**src/rtl/immediate_extend_pipe_if.sv**
```systemverilog
// Handshake bundle for the immediate extension block: an upstream accept channel
// and a downstream delivery channel with occupancy reporting.
interface immediate_extend_pipe_if #(
    parameter int IN_W  = 16,
    parameter int OUT_W = 32
);
    logic             in_valid;
    logic             in_ready;
    logic [IN_W-1:0]  in_data;
    logic [1:0]       in_mode;
    logic             out_valid;
    logic             out_ready;
    logic [OUT_W-1:0] out_data;
    logic [1:0]       out_count;

    modport master (
        output in_valid, in_data, in_mode, out_ready,
        input  in_ready, out_valid, out_data, out_count
    );

    modport slave (
        input  in_valid, in_data, in_mode, out_ready,
        output in_ready, out_valid, out_data, out_count
    );
endinterface

```
**src/rtl/immediate_extend_pipe.sv**
```systemverilog
// Extends a raw immediate (zero/sign/branch-offset/upper) at acceptance and buffers
// the results in a 2-entry FIFO with a registered output and no in-to-out path.
module immediate_extend_pipe #(
    parameter int IN_W  = 16,
    parameter int OUT_W = 32
) (
    input logic                  clk,
    input logic                  rst_n,
    immediate_extend_pipe_if.slave bus
);

    if (OUT_W < IN_W + 2) begin : g_width_check
        $error("immediate_extend_pipe: OUT_W must be at least IN_W + 2");
    end

    function automatic logic [OUT_W-1:0] extend_imm(input logic [IN_W-1:0] d,
                                                    input logic [1:0]      m);
        logic signed [OUT_W-1:0] sext;
        sext = {{(OUT_W-IN_W){d[IN_W-1]}}, d};
        case (m)
            2'b00:   return {{(OUT_W-IN_W){1'b0}}, d};
            2'b01:   return sext;
            2'b10:   return sext <<< 2;
            default: return {d, {(OUT_W-IN_W){1'b0}}};
        endcase
    endfunction

    logic [1:0]       count_q, count_d;
    logic             wr_ptr_q, wr_ptr_d;
    logic             rd_ptr_q, rd_ptr_d;
    logic [OUT_W-1:0] out_data_q, out_data_d;
    logic [OUT_W-1:0] mem_q [0:1];
    logic [OUT_W-1:0] mem_d [0:1];
    logic             push, pop;

    // in_ready looks only at registered occupancy and reset, never at in_valid/out_ready
    assign bus.in_ready  = rst_n && (count_q != 2'd2);
    assign bus.out_valid = (count_q != 2'd0);
    assign bus.out_data  = out_data_q;
    assign bus.out_count = count_q;

    assign push = bus.in_valid && bus.in_ready;
    assign pop  = (count_q != 2'd0) && bus.out_ready;

    always_comb begin
        mem_d    = mem_q;
        wr_ptr_d = wr_ptr_q ^ push;
        rd_ptr_d = rd_ptr_q ^ pop;
        count_d  = count_q;
        if (push) begin
            mem_d[wr_ptr_q] = extend_imm(bus.in_data, bus.in_mode);
        end
        case ({push, pop})
            2'b10:   count_d = count_q + 2'd1;
            2'b01:   count_d = count_q - 2'd1;
            default: count_d = count_q;
        endcase
        // Output register mirrors the post-edge head; it holds its value once empty.
        out_data_d = (count_d != 2'd0) ? mem_d[rd_ptr_d] : out_data_q;
    end

    always_ff @(posedge clk or negedge rst_n) begin
        if (!rst_n) begin
            count_q    <= 2'd0;
            wr_ptr_q   <= 1'b0;
            rd_ptr_q   <= 1'b0;
            out_data_q <= '0;
        end else begin
            count_q    <= count_d;
            wr_ptr_q   <= wr_ptr_d;
            rd_ptr_q   <= rd_ptr_d;
            out_data_q <= out_data_d;
        end
    end

    // Storage cells are only read after being written, so they carry no reset.
    always_ff @(posedge clk) begin
        mem_q <= mem_d;
    end

endmodule

```
**src/flat_wrapper.sv**
```systemverilog
// flat-port wrapper written by rule: the top's interface ports become plain ports
module immediate_extend_pipe_flat 
#(
    parameter int IN_W  = 16,
    parameter int OUT_W = 32
)
  (clk, rst_n, bus_in_valid, bus_in_data, bus_in_mode, bus_out_ready, bus_in_ready, bus_out_valid, bus_out_data, bus_out_count);
  immediate_extend_pipe_if #(.IN_W(IN_W), .OUT_W(OUT_W)) bus_i ();
  input logic clk;
  input logic rst_n;
  input wire logic [$bits(bus_i.in_valid)-1:0] bus_in_valid;
  input wire logic [$bits(bus_i.in_data)-1:0] bus_in_data;
  input wire logic [$bits(bus_i.in_mode)-1:0] bus_in_mode;
  input wire logic [$bits(bus_i.out_ready)-1:0] bus_out_ready;
  output wire logic [$bits(bus_i.in_ready)-1:0] bus_in_ready;
  output wire logic [$bits(bus_i.out_valid)-1:0] bus_out_valid;
  output wire logic [$bits(bus_i.out_data)-1:0] bus_out_data;
  output wire logic [$bits(bus_i.out_count)-1:0] bus_out_count;
  assign bus_i.in_valid = bus_in_valid;
  assign bus_i.in_data = bus_in_data;
  assign bus_i.in_mode = bus_in_mode;
  assign bus_i.out_ready = bus_out_ready;
  assign bus_in_ready = bus_i.in_ready;
  assign bus_out_valid = bus_i.out_valid;
  assign bus_out_data = bus_i.out_data;
  assign bus_out_count = bus_i.out_count;
  immediate_extend_pipe #(.IN_W(IN_W), .OUT_W(OUT_W)) u_core (.clk(clk), .rst_n(rst_n), .bus(bus_i));
endmodule
```
**config.mk**
```make
export PLATFORM = sky130hd
export DESIGN_NAME = immediate_extend_pipe_flat
export DESIGN_NICKNAME = d
export VERILOG_FILES = /design/src/rtl/immediate_extend_pipe_if.sv /design/src/rtl/immediate_extend_pipe.sv /design/src/flat_wrapper.sv
export SDC_FILE = /design/constraint.sdc
export NUM_CORES = 1
export LEC_CHECK = 0
export ABC_AREA = 1
export ABC_CLOCK_PERIOD_IN_PS = 1880
export BUFFER_PORTS_ARGS = -buffer_cell sky130_fd_sc_hd__buf_2
export CAP_MARGIN = 10
export CORE_ASPECT_RATIO = 1.4
export CORE_MARGIN = 2
export CORE_UTILIZATION = 40
export CTS_CLUSTER_SIZE = 8
export DETAILED_ROUTE_END_ITERATION = 7
export GPL_ROUTABILITY_DRIVEN = 0
export GPL_TIMING_DRIVEN = 0
export SLEW_MARGIN = 20
export SYNTH_ARGS = -nofsm -noshare
export SYNTH_HDL_FRONTEND = slang
export SYNTH_SLANG_ARGS = --single-unit
```
**constraint.sdc**
```tcl
create_clock -name clk -period 1.88 [get_ports clk]
set_input_delay 0.188 -clock clk [delete_from_list [all_inputs] [get_ports clk]]
set_output_delay 0.188 -clock clk [all_outputs]
set_load 0.05 [all_outputs]
```
==> run summary <==
Die
* 40.5% — starting density of the core
* 92.2 um — die width
* 45 — std cell rows
* 10800 sq um — area inside the core boundary
* 11800 sq um — die area
* 58 — number of ports placed on the die boundary
* 128 um — Die Ht

Route
* met4 — DR top layer
* 11800 um — final routed wirelength across all metal layers
* 603 um — metal3 WL
* 5 — drt pass-1 iters
* 4149 — total via count after detailed routing
* 5700 um — sum of met2 wire segment lengths after detailed routing
* 179 — DRT iter0 DRCs
* 5.06 — via-per-instance ratio
* 14.4 um — post-detailed-route wirelength per cell
* 0 — drc violations
* 0 — Routed Antenna Nets
* 5260 um — Met1 Routed Length

Clock network
* 0.06 ns — clock-pin slew of the registers on the worst-case setup and hold paths
* 100 — Num Clock Sinks
* 3 — H-tree levels
* built — TritonCTS clock tree
* 9 — number of buffers added by the clock tree synthesis step
* 2 — Max Buffers Root-to-Sink
* 0.34 ns — clock insertion delay at the later pin of the skew report
* sky130_fd_sc_hd__clkbuf_16 — root buffer cell

Placed design
* 55 — total of buffers placed on input and output ports
* 8020 um — half-perimeter wire length after placement
* 795 — Cell Count Post-Placement

STA
* 29 — final-report setup violation count
* -0.0388 ns — min setup slack post-route
* 0.596 ns — actual transition at the worst max-transition pin
* 60.3% — worst max-slew margin expressed relative to the limit
* 102% — post-route fraction of the period consumed by the critical path
* 0 — Final Hold Violating Endpoints
* yes — setup repair after global routing missed its margin
* 1.92 ns — clock period minus final worst setup slack
* 0 — Final Max Slew Viols
* 521 MHz — Max Fclk
* 0.00620 ns — post-route clock skew

Worst setup path
* 4 — Bufs and invs on worst path
* inv_4 > nand2_8 > nand2_4 > inv_4 > ha_4 > or2_4 > nand3_2 > nand2_2 > nand3_4 > clkinv_8 > clkbuf_16 > nand2_2 > nand2_1 — CP Cell Sequence
* 2.11 ns — endpoint required time on the critical path
* 7 — top fanout value on the critical path
* sky130_fd_sc_hd__dfrtp_2 — slowest library cell on the worst path
* 13 — worst r2r path cells
* flop — Worst setup EP type
* reg -> reg — Setup Crit Path Kind
* 2.15 ns — critical path arrival
* 13 — critical path depth in cells
* u_core.bus.out_count[1]$_DFF_PN0_ — Worst R2R Start
* flop — Worst setup SP type
* 0.46 ns — longest individual stage delay on the worst path
* u_core.bus.out_count[1]$_DFF_PN0_ — startpoint of the worst setup timing path
* simple AND/OR/NAND/NOR gates — family with the most delay on the worst path

Yosys
* 4360 sq um — Post-Syn Area
* 0 — number of warnings printed during yosys synthesis
* 23 — number of library cell types mapped by synthesis
* 50.1% — part of the Yosys area used for sequential elements
* 100 — flop and latch count out of synthesis
* 622 — net count of the mapped netlist
* 599 — Post-Syn Instances
* 7.28 sq um — per-instance average area after synthesis

Layout
* 1070 — Filler Cells Inserted
* 2180 sq um — sequential cell area in the final layout
* 697 — count of nets after finishing
* 25.1% — layout overhead on the synthesized area
* sky130_fd_sc_hd__nand2_1 — most common library cell in the layout ignoring fill and taps
* 2090 sq um — multi-input logic area
* 820 — non-filler cells, final
* sky130_fd_sc_hd__nand2_1, sky130_fd_sc_hd__nand3_1, sky130_fd_sc_hd__buf_2 — most used cells in the layout excluding fill and tap cells
* 0 — Ant. Diodes
* 22.4% — share of layout cells above drive strength 1

Run status
* setup timing — violated checks
* complete, but fails checks — status

Power
* 12100 uW — total design power
* 0.00295 uW — P_leak
* 0.000750 V — Peak supply drop
* 2210 nW/um^2 — Pwr per Cell Area

Global routing
* 19100 um — global-route wire length before repair
* 3968 — number of global-route vias before repair
* 37 — largest net degree at the start of global routing
* 0 — antenna violations before repair
* 20.6% — GRT Resource Usage Total
* 0 — Overflow after GRT

Flow run
* 0 — number of maximum-capacitance violations

Worst hold path
* in -> reg — Tightest Hold Check Type
* 4 — number of stages on the worst hold path
* bus_in_valid — launch instance of the worst min-delay path

==> cell families (layout without fill, tap and decap cells) <==
| logic type | count (synthesis) | count (layout) | synth area share (%) |
|---|---|---|---|
| compound gates | 5 | 5 | 0.631 |
| xor+xnor | 1 | 1 | 0.201 |
| buf+inv | 49 | 129 | 5.63 |
| simple gates | 443 | 443 | 43.2 |
| fa+ha+maj | 1 | 1 | 0.287 |
| flops | 100 | 100 | 50.1 |
==> power by group <==
group	internal [uW]	total (uW)	switching [uW]
Clock	974	1760	784
Combinational	2310	6670	4360
Sequential	3210	3630	419
==> area by class of cell <==
type / count / share of cell area, %
flip-flops and latches: 100 / 40.0
multi-input cells: 450 / 38.3
repair buffers: 64 / 7.39
clock buffers: 13 / 4.77
plain buffers: 34 / 4.50
well taps: 141 / 3.23
inverters: 15 / 1.40
clock inverters: 3 / 0.390
==> flip-flops by register name, indices dropped and copies added, names as in the netlist <==
name	flops
u_core.bus.out_data	32
u_core.bus.out_count	2
u_core.wr_ptr_q	1
u_core.mem_q	64
u_core.rd_ptr_q	1
==> synthesized netlist by cell type, drive strengths merged <==
cell      n  area [sq um]
dfxtp    64          1280
nand3   145           736
ha        1          12.5
inv      15          56.3
nand2   291          1100
nor2      3          18.8
a21oi     1          5.00
a21boi    1          7.51
buf      30           174
or2       1          6.26
clkbuf    4          15.0
nand4     3          25.0
xor2      1          8.76
dfrtp    36           901
o21ai     3          15.0
==> per-layer routing <==
| layer | vias to the layer above | track usage, % |
|---|---|---|
| met4 | 0 | 8.17 |
| met5 | - | 0 |
| li1 | 2081 | - |
| met3 | 24 | 3.48 |
| met1 | 1923 | 26.8 |
| met2 | 121 | 34.0 |
==> timing repair <==
action,CTS,global route
pin swaps,2,11
hold buffers,2,0
buffers inserted,5,0
cloned,0,2
endpoints found under the setup margin,32,32
gates resized for setup,23,33
endpoints found under the hold margin,36,0
==> through the flow <==
| step | setup WS [ns] | TNS, ns | util, % | hold slack, ns | area (sq um) |
|---|---|---|---|---|---|
| global route | -0.132 | -3.67 | 50.7 | 0.253 | 5460 |
| floorplan | -0.0527 | -1.58 | - | -0.108 | 4410 |
| finish | -0.0388 | -0.501 | 50.7 | 0.229 | 5460 |
| global placement | -0.595 | -24.08 | 45.2 | 0.390 | 4860 |
| CTS | -0.0154 | -0.135 | 49.3 | 0.229 | 5310 |
| detailed placement | -0.665 | -28.19 | 45.2 | 0.405 | 4860 |
==> worst register-to-register path, stage by stage, from the launching register on <==
cell	delay [ns]
sky130_fd_sc_hd__dfrtp_2	0.46
sky130_fd_sc_hd__inv_4	0.10
sky130_fd_sc_hd__nand2_8	0.06
sky130_fd_sc_hd__nand2_4	0.07
sky130_fd_sc_hd__inv_4	0.03
sky130_fd_sc_hd__ha_4	0.14
sky130_fd_sc_hd__or2_4	0.23
sky130_fd_sc_hd__nand3_2	0.06
sky130_fd_sc_hd__nand2_2	0.08
sky130_fd_sc_hd__nand3_4	0.18
sky130_fd_sc_hd__clkinv_8	0.13
sky130_fd_sc_hd__clkbuf_16	0.18
sky130_fd_sc_hd__nand2_2	0.05
sky130_fd_sc_hd__nand2_1	0.05
==> path summary, 6_finish.rpt <==
| path | to | slack (ns) |
|---|---|---|
| setup / recovery | u_core.bus.out_data[8]$_DFFE_PN0P_ | -0.04 |
| setup reg to reg | u_core.bus.out_data[8]$_DFFE_PN0P_ | -0.04 |
| hold reg to reg | u_core.mem_q[29]$_DFF_P_ | 0.45 |
| hold / removal | u_core.wr_ptr_q$_DFF_PN0_ | 0.23 |
| min in group asynchronous | u_core.bus.out_data[10]$_DFFE_PN0P_ | 0.40 |
| max in group asynchronous | u_core.bus.out_count[1]$_DFF_PN0_ | 1.28 |
No activity file was read; power rests on OpenSTA's default activity.
